**config.mk**
```make
export PLATFORM = sky130hd
export DESIGN_NAME = serial_alu_seq
export DESIGN_NICKNAME = d
export VERILOG_FILES = /design/src/rtl/serial_alu_seq.sv
export SDC_FILE = /design/constraint.sdc
export NUM_CORES = 1
export LEC_CHECK = 0
export ABC_AREA = 1
export BUFFER_PORTS_ARGS = -buffer_cell sky130_fd_sc_hd__buf_2
export CAP_MARGIN = 10
export CORE_ASPECT_RATIO = 0.75
export CORE_UTILIZATION = 50
export CTS_CLUSTER_DIAMETER = 30
export DETAILED_ROUTE_END_ITERATION = 10
export GPL_ROUTABILITY_DRIVEN = 0
export HOLD_SLACK_MARGIN = 0.06
export PLACE_DENSITY = 0.76
export SLEW_MARGIN = 20
export SYNTH_ARGS = -nofsm -noshare
export SYNTH_HDL_FRONTEND = slang
export SYNTH_SLANG_ARGS = --single-unit
```
**constraint.sdc**
```tcl
create_clock -name clk -period 1.8 [get_ports clk]
set_clock_uncertainty 0.2 [all_clocks]
set_input_delay 0.36 -clock clk [delete_from_list [all_inputs] [get_ports clk]]
set_output_delay 0.36 -clock clk [all_outputs]
set_load 0.01 [all_outputs]
```
**src/rtl/serial_alu_seq.sv**
```systemverilog
// Bit-serial ALU sequencer: AND/OR/ADD/SUB evaluated LSB-first, one bit per clock.
// Define SERIAL_ALU_OVERFLOW_EN to add the rsp_ovf signed-overflow output.
module serial_alu_seq #(
  parameter int WIDTH = 32,
  parameter int CNT_W = $clog2(WIDTH)
) (
  input  logic             clk,
  input  logic             rst,
  input  logic             req_valid,
  output logic             req_ready,
  input  logic [WIDTH-1:0] req_a,
  input  logic [WIDTH-1:0] req_b,
  input  logic [1:0]       req_op,
  output logic             rsp_valid,
  input  logic             rsp_ready,
  output logic [WIDTH-1:0] rsp_result,
  output logic             rsp_cout,
  output logic             rsp_zero,
  output logic             busy
`ifdef SERIAL_ALU_OVERFLOW_EN
  ,
  output logic             rsp_ovf
`endif
);

  typedef enum logic [1:0] {S_IDLE, S_RUN, S_DONE} state_t;

  localparam logic [1:0] OP_SUB = 2'b11;

  state_t           r_state;
  state_t           w_state_next;
  logic [WIDTH-1:0] r_sa;
  logic [WIDTH-1:0] r_sb;
  logic [WIDTH-1:0] r_sr;
  logic [1:0]       r_op;
  logic             r_c;
  logic [CNT_W-1:0] r_cnt;
  logic [WIDTH-1:0] r_result;
  logic             r_cout;
  logic             r_zero;
`ifdef SERIAL_ALU_OVERFLOW_EN
  logic             r_ovf;
`endif

  logic             w_accept;
  logic             w_last;
  logic             w_a;
  logic             w_b;
  logic             w_bit;
  logic             w_carry;
  logic [WIDTH-1:0] w_sr_next;

  assign w_accept  = req_valid && (r_state == S_IDLE);
  assign w_last    = (r_state == S_RUN) && (r_cnt == CNT_W'(WIDTH - 1));
  assign w_a       = r_sa[0];
  assign w_b       = r_sb[0];
  assign w_sr_next = {w_bit, r_sr[WIDTH-1:1]};

  // NOTE: sequential state uses non-blocking assignments so every register samples pre-edge values.
  always_ff @(posedge clk) begin
    if (rst) r_state <= S_IDLE;
    else     r_state <= w_state_next;
  end

  // NOTE: every combinational output gets a default first, so no path can infer a latch.
  always_comb begin
    w_state_next = r_state;
    case (r_state)
      S_IDLE:  if (req_valid) w_state_next = S_RUN;
      S_RUN:   if (w_last)    w_state_next = S_DONE;
      S_DONE:  if (rsp_ready) w_state_next = S_IDLE;
      default: w_state_next = S_IDLE;
    endcase
  end

  // One-bit slice; the carry only ripples for ADD/SUB, logic ops keep it at 0.
  always_comb begin
    w_bit   = 1'b0;
    w_carry = 1'b0;
    case (r_op)
      2'b00:   w_bit = w_a & w_b;
      2'b01:   w_bit = w_a | w_b;
      default: begin
        w_bit   = w_a ^ w_b ^ r_c;
        w_carry = (w_a & w_b) | (w_a & r_c) | (w_b & r_c);
      end
    endcase
  end

  // NOTE: these are plain flops, not a memory, so a synchronous clear of every one is cheap and safe.
  always_ff @(posedge clk) begin
    if (rst) begin
      r_sa     <= '0;
      r_sb     <= '0;
      r_sr     <= '0;
      r_op     <= '0;
      r_c      <= 1'b0;
      r_cnt    <= '0;
      r_result <= '0;
      r_cout   <= 1'b0;
      r_zero   <= 1'b0;
`ifdef SERIAL_ALU_OVERFLOW_EN
      r_ovf    <= 1'b0;
`endif
    end else if (w_accept) begin
      // SUB is A + ~B + 1, so invert B and preset the carry.
      r_sa  <= req_a;
      r_sb  <= (req_op == OP_SUB) ? ~req_b : req_b;
      r_op  <= req_op;
      r_c   <= (req_op == OP_SUB);
      r_cnt <= '0;
      r_sr  <= '0;
    end else if (r_state == S_RUN) begin
      r_sa  <= r_sa >> 1;
      r_sb  <= r_sb >> 1;
      r_sr  <= w_sr_next;
      r_c   <= w_carry;
      r_cnt <= r_cnt + CNT_W'(1);
      if (w_last) begin
        r_result <= w_sr_next;
        r_cout   <= w_carry;
        r_zero   <= (w_sr_next == '0);
`ifdef SERIAL_ALU_OVERFLOW_EN
        // On the MSB slice r_c is the carry in, w_carry the carry out.
        r_ovf    <= r_c ^ w_carry;
`endif
      end
    end
  end

  assign req_ready  = (r_state == S_IDLE);
  assign rsp_valid  = (r_state == S_DONE);
  assign busy       = (r_state == S_RUN);
  assign rsp_result = r_result;
  assign rsp_cout   = r_cout;
  assign rsp_zero   = r_zero;
`ifdef SERIAL_ALU_OVERFLOW_EN
  assign rsp_ovf    = r_ovf;
`endif

endmodule

```
==> metrics.txt, run 1 <==
MaxCap Viol Count=0; Setup CP Type=reg2reg; Post-Layout Cell Count=1,078; Pleak=3.15 nW; placed cell count=989; Worst Setup Start Kind=flip-flop; #FFs+latches synth=139; hold_sp=req_a[0]; synth warn=0; vias after detailed routing=5,623; FF/Latch Area=2790 um^2; Total GRT Usage=25.2%; Hold Path Class=in2reg; die width=125 um; detail-routed net length per standard cell=14.0 um; Arr. time, crit path=1950 ps; R2R Path Start=r_cnt[0]; Finished Cell Area=7840 um^2; Setup TNS=-5.11 ps; Hold Vio Cnt, Final=0; DR pass1 iterations=8; antenna-violating nets left=0; Synth-to-Final Area Change=37.4%; syn nets=843; post-detail-place hpwl=8600 um; clock period minus worst slack=1810 ps; Bufs on Longest Clock Path=2; core footprint=11,000 um^2; Worst EP required=1940 ps; total gr overflow=0; Placed Area=6450 um^2; CTS tree=done; Worst setup EP type=flip-flop; CP max stage cell=dfxtp_2; Fmax achieved=554 MHz; power per cell area=969 nW/um^2; # diodes=0; Min-Delay Path Depth=3; Num Clock Sinks=139; WP buf/inv=1; Remaining DRCs=5; FP Rows=33; Ports=107; crit-path max cell delay=350 ps; commonest non-fill, non-tap cell in the layout=nand2_1; routed vias/inst=5.22; number of global-route vias before repair=5,159; Initial Util=51.7%; final WL=15,100 um; first-pass GRT wire length=23,900 um; final setup vio count=1; Die Y-Extent=94.5 um; Post-Place Worst Slack=-12.4 ps; worst hold margin=54.4 ps; PortBufs=106; Critical Path Start=r_cnt[0]; status=finished, violations left; DRT iter0 DRCs=383; Crit path depth=10; Post-Synthesis Mean Instance Area=7.43 um^2; critical path fanouts, max=4; Die ar.=11,800 um^2; CTS Root Buffer Type=clkbuf_16; VDD IR max=0.697 mV; share of cells above drive strength 1=23.1%; crit path cell chain=ha_4 -> inv_2 -> nor3_2 -> ha_2 -> nand3_4 -> nor2_4 -> nand2_1 -> nor2_1 -> nand2_1 -> a21oi_1; CP top delay family=simple AND/OR/NAND/NOR gates; total power=7.59 mW; post-synth cell types=24; CP dominant cell by count=nand2_1; utilization after layout=71.1%; worst reg2reg path depth=10; Worst-Margin Slew=600 ps; footprint of the multi-input gates=2720 um^2; fin. max-slew vios=0; max_slew headroom=60.0%; H-tree Lvls=4; synthesized netlist cell count=768; failing checks=DRC, setup timing; Reg clk slew, reported paths=60 ps; Clk Latency, worst-skew pair=420 ps; final worst-path cycle share=100%; Cell Area, Synth=5700 um^2; # fillers=817; largest net degree at the start of global routing=43; RSZ-0062 raised after global routing=true; Setup WS post-layout=-5.11 ps; Seq/Total Area, Yosys=48.8%; nets=1,000; most frequent cells in the layout=nand2_1, dfxtp_1, buf_2; Num CTS Buffers=17; initial antenna violation count=0
==> where the power goes <==
part / switching (mW) / total (mW) / leakage, nW / internal (mW)
logic: 0.449 / 0.812 / 1.73 / 0.363
registers: 0.0707 / 3.28 / 1.13 / 3.21
clock network: 1.32 / 3.50 / 0.283 / 2.18
total: 1.84 / 7.59 / 3.15 / 5.75
==> Yosys cell counts, drive strengths merged <==
cell     count  area share, %
a2bb2oi      1           0.15
a31oi       50            5.5
nor2        32            2.1
nand2      296             20
or2          3           0.33
a21oi       93            8.2
inv         20            1.3
xnor2       18            2.8
xor2         2           0.31
fa           1           0.35
o21ai       44            3.9
o21a         3           0.39
buf         29            2.9
nor3         4           0.35
dfxtp      139             49
nand3b       1           0.13
clkbuf      23            1.5
nand3        5           0.53
ha           4           0.88
==> worst register-to-register path: cells and delay by family, from the launching register on <==
family | cells | cell delay [ps]
flip-flops | 1 | 350
buffers and inverters | 1 | 30
adder cells (fa/ha/maj) | 2 | 380
AND/OR/NAND/NOR | 6 | 650
AO/OA/AOI/OAI | 1 | 110
==> layer usage <==
metal,track usage (%),share of wire [%],vias up
met2,41.6,47,188
met4,8.74,1.6,0
met3,5.89,5.8,25
li1,-,-,2838
met1,32.8,46,2572
met5,0,0,-
==> state kept, by name, summed over array words and instances (netlist names) <==
name / flops
r_op: 2
rsp_result: 32
r_c: 1
r_cnt: 5
r_sb: 32
r_sr: 31
rsp_zero: 1
r_state: 2
rsp_cout: 1
r_sa: 32
==> repair_timing <==
| item | 4_1_cts | 5_1_grt |
|---|---|---|
| hold buffers | 49 | 0 |
| hold endpoints to repair | 49 | 0 |
| cloned | 0 | 5 |
| pin swaps | 0 | 7 |
| setup buffers | 1 | 2 |
| endpoints found under the setup margin | 19 | 37 |
| resized for setup | 6 | 46 |
==> path summary, 6_finish.rpt <==
check,to,slack (ps)
max,rsp_zero,-5
min reg2reg,rsp_result[6],260
max reg2reg,rsp_zero,-5
min,r_sa[0],50
==> kinds of logic after synthesis <==
logic type / count (synthesis) / synth area share (%)
fa+ha+maj: 5 / 1.23
compound gates: 191 / 18.1
xor+xnor: 20 / 3.07
flops: 139 / 48.8
buf+inv: 72 / 5.77
simple gates: 341 / 23.1
==> cell type report <==
type	count	share of cell area [%]
well taps	140	2.24
inverters	20	1.21
clock buffers	18	5.48
flip-flops and latches	139	35.6
clock inverters	14	2.17
repair buffers	190	18.6
multi-input cells	557	34.7
Power figures use the tool's default switching activity.
==> run 2: changes to the inputs <==
--- a/config.mk
+++ b/config.mk
@@ -9,6 +9,7 @@
 export BUFFER_PORTS_ARGS = -buffer_cell sky130_fd_sc_hd__buf_2
 export CAP_MARGIN = 10
 export CORE_ASPECT_RATIO = 0.75
+export CORE_MARGIN = 3
 export CORE_UTILIZATION = 50
 export CTS_CLUSTER_DIAMETER = 30
 export DETAILED_ROUTE_END_ITERATION = 10
==> metrics.txt, run 2 (synthesized netlist as in run 1, its figures left out) <==
final WL=14,100 um (was 15,100 um); # diodes=0 (unchanged); Die ar.=12,700 um^2 (was 11,800 um^2); detail-routed net length per standard cell=13.3 um (was 14.0 um); Power Internal=5.72 mW (was 5.75 mW); FP Rows=33 (unchanged); Clk Latency, worst-skew pair=410 ps (was 420 ps); FF-to-FF End=rsp_result[30] (was rsp_zero); # fillers=874 (was 817); first-pass GRT wire length=22,800 um (was 23,900 um); Worst Setup Start Kind=flip-flop (unchanged); RSZ-0062 raised after global routing=true (unchanged); Initial Util=51.7% (unchanged); Reg clk slew, reported paths=60 ps (about the same); Hold Path Class=in2reg (unchanged); DRT iter0 DRCs=392 (was 383); Worst setup EP type=flip-flop (unchanged); Gate power share=10.3% (was 10.7%); Pleak=2.99 nW (was 3.15 nW); post-detail-place hpwl=8550 um (was 8600 um); Die Y-Extent=98.5 um (was 94.5 um); max_slew headroom=58.4% (was 60.0%); Worst-Margin Slew=623 ps (was 600 ps); VDD IR max=0.654 mV (was 0.697 mV); H-tree Lvls=4 (unchanged); DR pass1 iterations=5 (was 8); MaxCap Viol Count=0 (unchanged); nets=986 (was 1,000); Remaining DRCs=0 (was 5); status=finished, final reports clean (was finished, violations left); clock period minus worst slack=1760 ps (was 1810 ps); PortBufs=106 (unchanged); Num CTS Buffers=17 (unchanged); most frequent cells in the layout=nand2_1, dfxtp_1, buf_2 (unchanged); Total GRT Usage=22.0% (was 25.2%); Critical Path Start=r_cnt[0] (unchanged); routed vias/inst=5.18 (was 5.22); Num Clock Sinks=139 (unchanged); antenna-violating nets left=0 (unchanged); largest net degree at the start of global routing=87 (was 43); commonest non-fill, non-tap cell in the layout=nand2_1 (unchanged); total power=7.56 mW (was 7.59 mW); Fmax achieved=568 MHz (was 554 MHz); worst reg2reg path depth=9 (was 10); Psw=1.83 mW (was 1.84 mW); final setup vio count=0 (was 1); die width=129 um (was 125 um); R2R setup slack=40 ps (was -5 ps); Flop pwr share=43.3% (was 43.2%); fin. max-slew vios=0 (unchanged); Hold Vio Cnt, Final=0 (unchanged); total gr overflow=0 (unchanged); Worst EP required=1930 ps (was 1940 ps); Bufs on Longest Clock Path=2 (unchanged); final worst-path cycle share=97.8% (was 100%); CTS Root Buffer Type=clkbuf_16 (unchanged); vias after detailed routing=5,514 (was 5,623); Synth-to-Final Area Change=33.6% (was 37.4%); number of global-route vias before repair=4,874 (was 5,159); Sw Share=24.2% (was 24.3%); Setup CP Type=reg2reg (unchanged); R2R Path Start=r_cnt[0] (unchanged); critical path fanouts, max=10 (was 4); FF/Latch Area=2790 um^2 (about the same); share of cells above drive strength 1=21.1% (was 23.1%); worst setup path end=rsp_result[30] (was rsp_zero); CTS tree=done (unchanged); initial antenna violation count=0 (unchanged); Ports=107 (unchanged); core footprint=11,000 um^2 (unchanged); Clk pwr share=46.4% (was 46.1%); Arr. time, crit path=1890 ps (was 1950 ps); Setup TNS=0 ps (was -5.11 ps); power per cell area=992 nW/um^2 (was 969 nW/um^2); footprint of the multi-input gates=2670 um^2 (was 2720 um^2)
[run 2: changes by cell type in the layout (fill, tap and decap cells not counted), moves of 2 or more]
cell / change
nand2_1: +14
nand2_2: -10
dlygate4sd3_1: -7
nand2_4: -4
buf_4: -3
buf_6: -3
a21oi_1: +2
a21oi_2: -2
clkbuf_16: -2
[run 2: timing repair]
action	in CTS	in global routing
buffers inserted	0	1
cloned	0	2
pin swaps	0	2
gates resized for setup	5	26
hold buffers	42	0
setup endpoints to repair	2	38
endpoints found under the hold margin	42	0
[run 2: layout make-up]
| type | count | area share [%] |
|---|---|---|
| Tap cell | 140 | 2.30 |
| Clock inverter | 15 | 2.28 |
| Timing Repair Buffer | 176 | 17.1 |
| Multi-Input combinational cell | 557 | 35.0 |
| Sequential cell | 139 | 36.6 |
| Clock buffer | 17 | 5.58 |
| Inverter | 20 | 1.18 |
[run 2: how the worst min path moves through the flow]
stage / from / endpoint / slack, ps / depth (start not counted)
6_report: req_b[12] / r_sb[12] / 70 / 4
5_1_grt: req_b[20] / r_sb[20] / 70 / 4
4_1_cts: req_b[9] / r_sb[9] / 60 / 4
3_5_place_dp: rsp_result[7] / rsp_result[7] / 250 / 2
3_3_place_gp: rsp_result[22] / rsp_result[22] / 250 / 2
2_1_floorplan: r_sa[31] / r_sa[31] / 240 / 2
[run 2: critical path, cell delays in order, from the launching register on]
cell and delay, ps:
dfxtp_2 350, ha_4 130, inv_1 50, nor3_2 130
ha_2 230, nand3_4 130, inv_8 120, buf_12 130
nand2_1 50, a21oi_1 140
[run 2: per-layer routing]
layer | up-vias | wire, um | track usage (%)
met5 | - | 0 | 0
met4 | 0 | 247 | 5.73
met3 | 20 | 839 | 6.01
met2 | 183 | 6510 | 33.8
met1 | 2506 | 6530 | 30.6
li1 | 2805 | - | -
[run 2: power groups by stage]
stage	clock, mW	sequential [mW]	combinational [mW]
2_1_floorplan	0	3.32	0.461
3_3_place_gp	0	3.33	0.680
3_5_place_dp	0	3.33	0.690
4_1_cts	3.56	3.27	0.768
5_1_grt	3.71	3.29	0.868
6_report	3.51	3.28	0.775
[run 2: through the flow]
step	instance area [um^2]	utilization, %	setup slack (ps)	instances	hold WS (ps)
after detailed placement	6440	58.4	-31.2	987	253
after global routing	7620	69.1	-57.9	1064	73.0
after floorplan	5700	-	38.2	768	239
after CTS	7480	67.8	2.26	1061	60.5
final	7620	69.1	40.2	1064	70.5
after global placement	6440	58.4	58.0	987	250
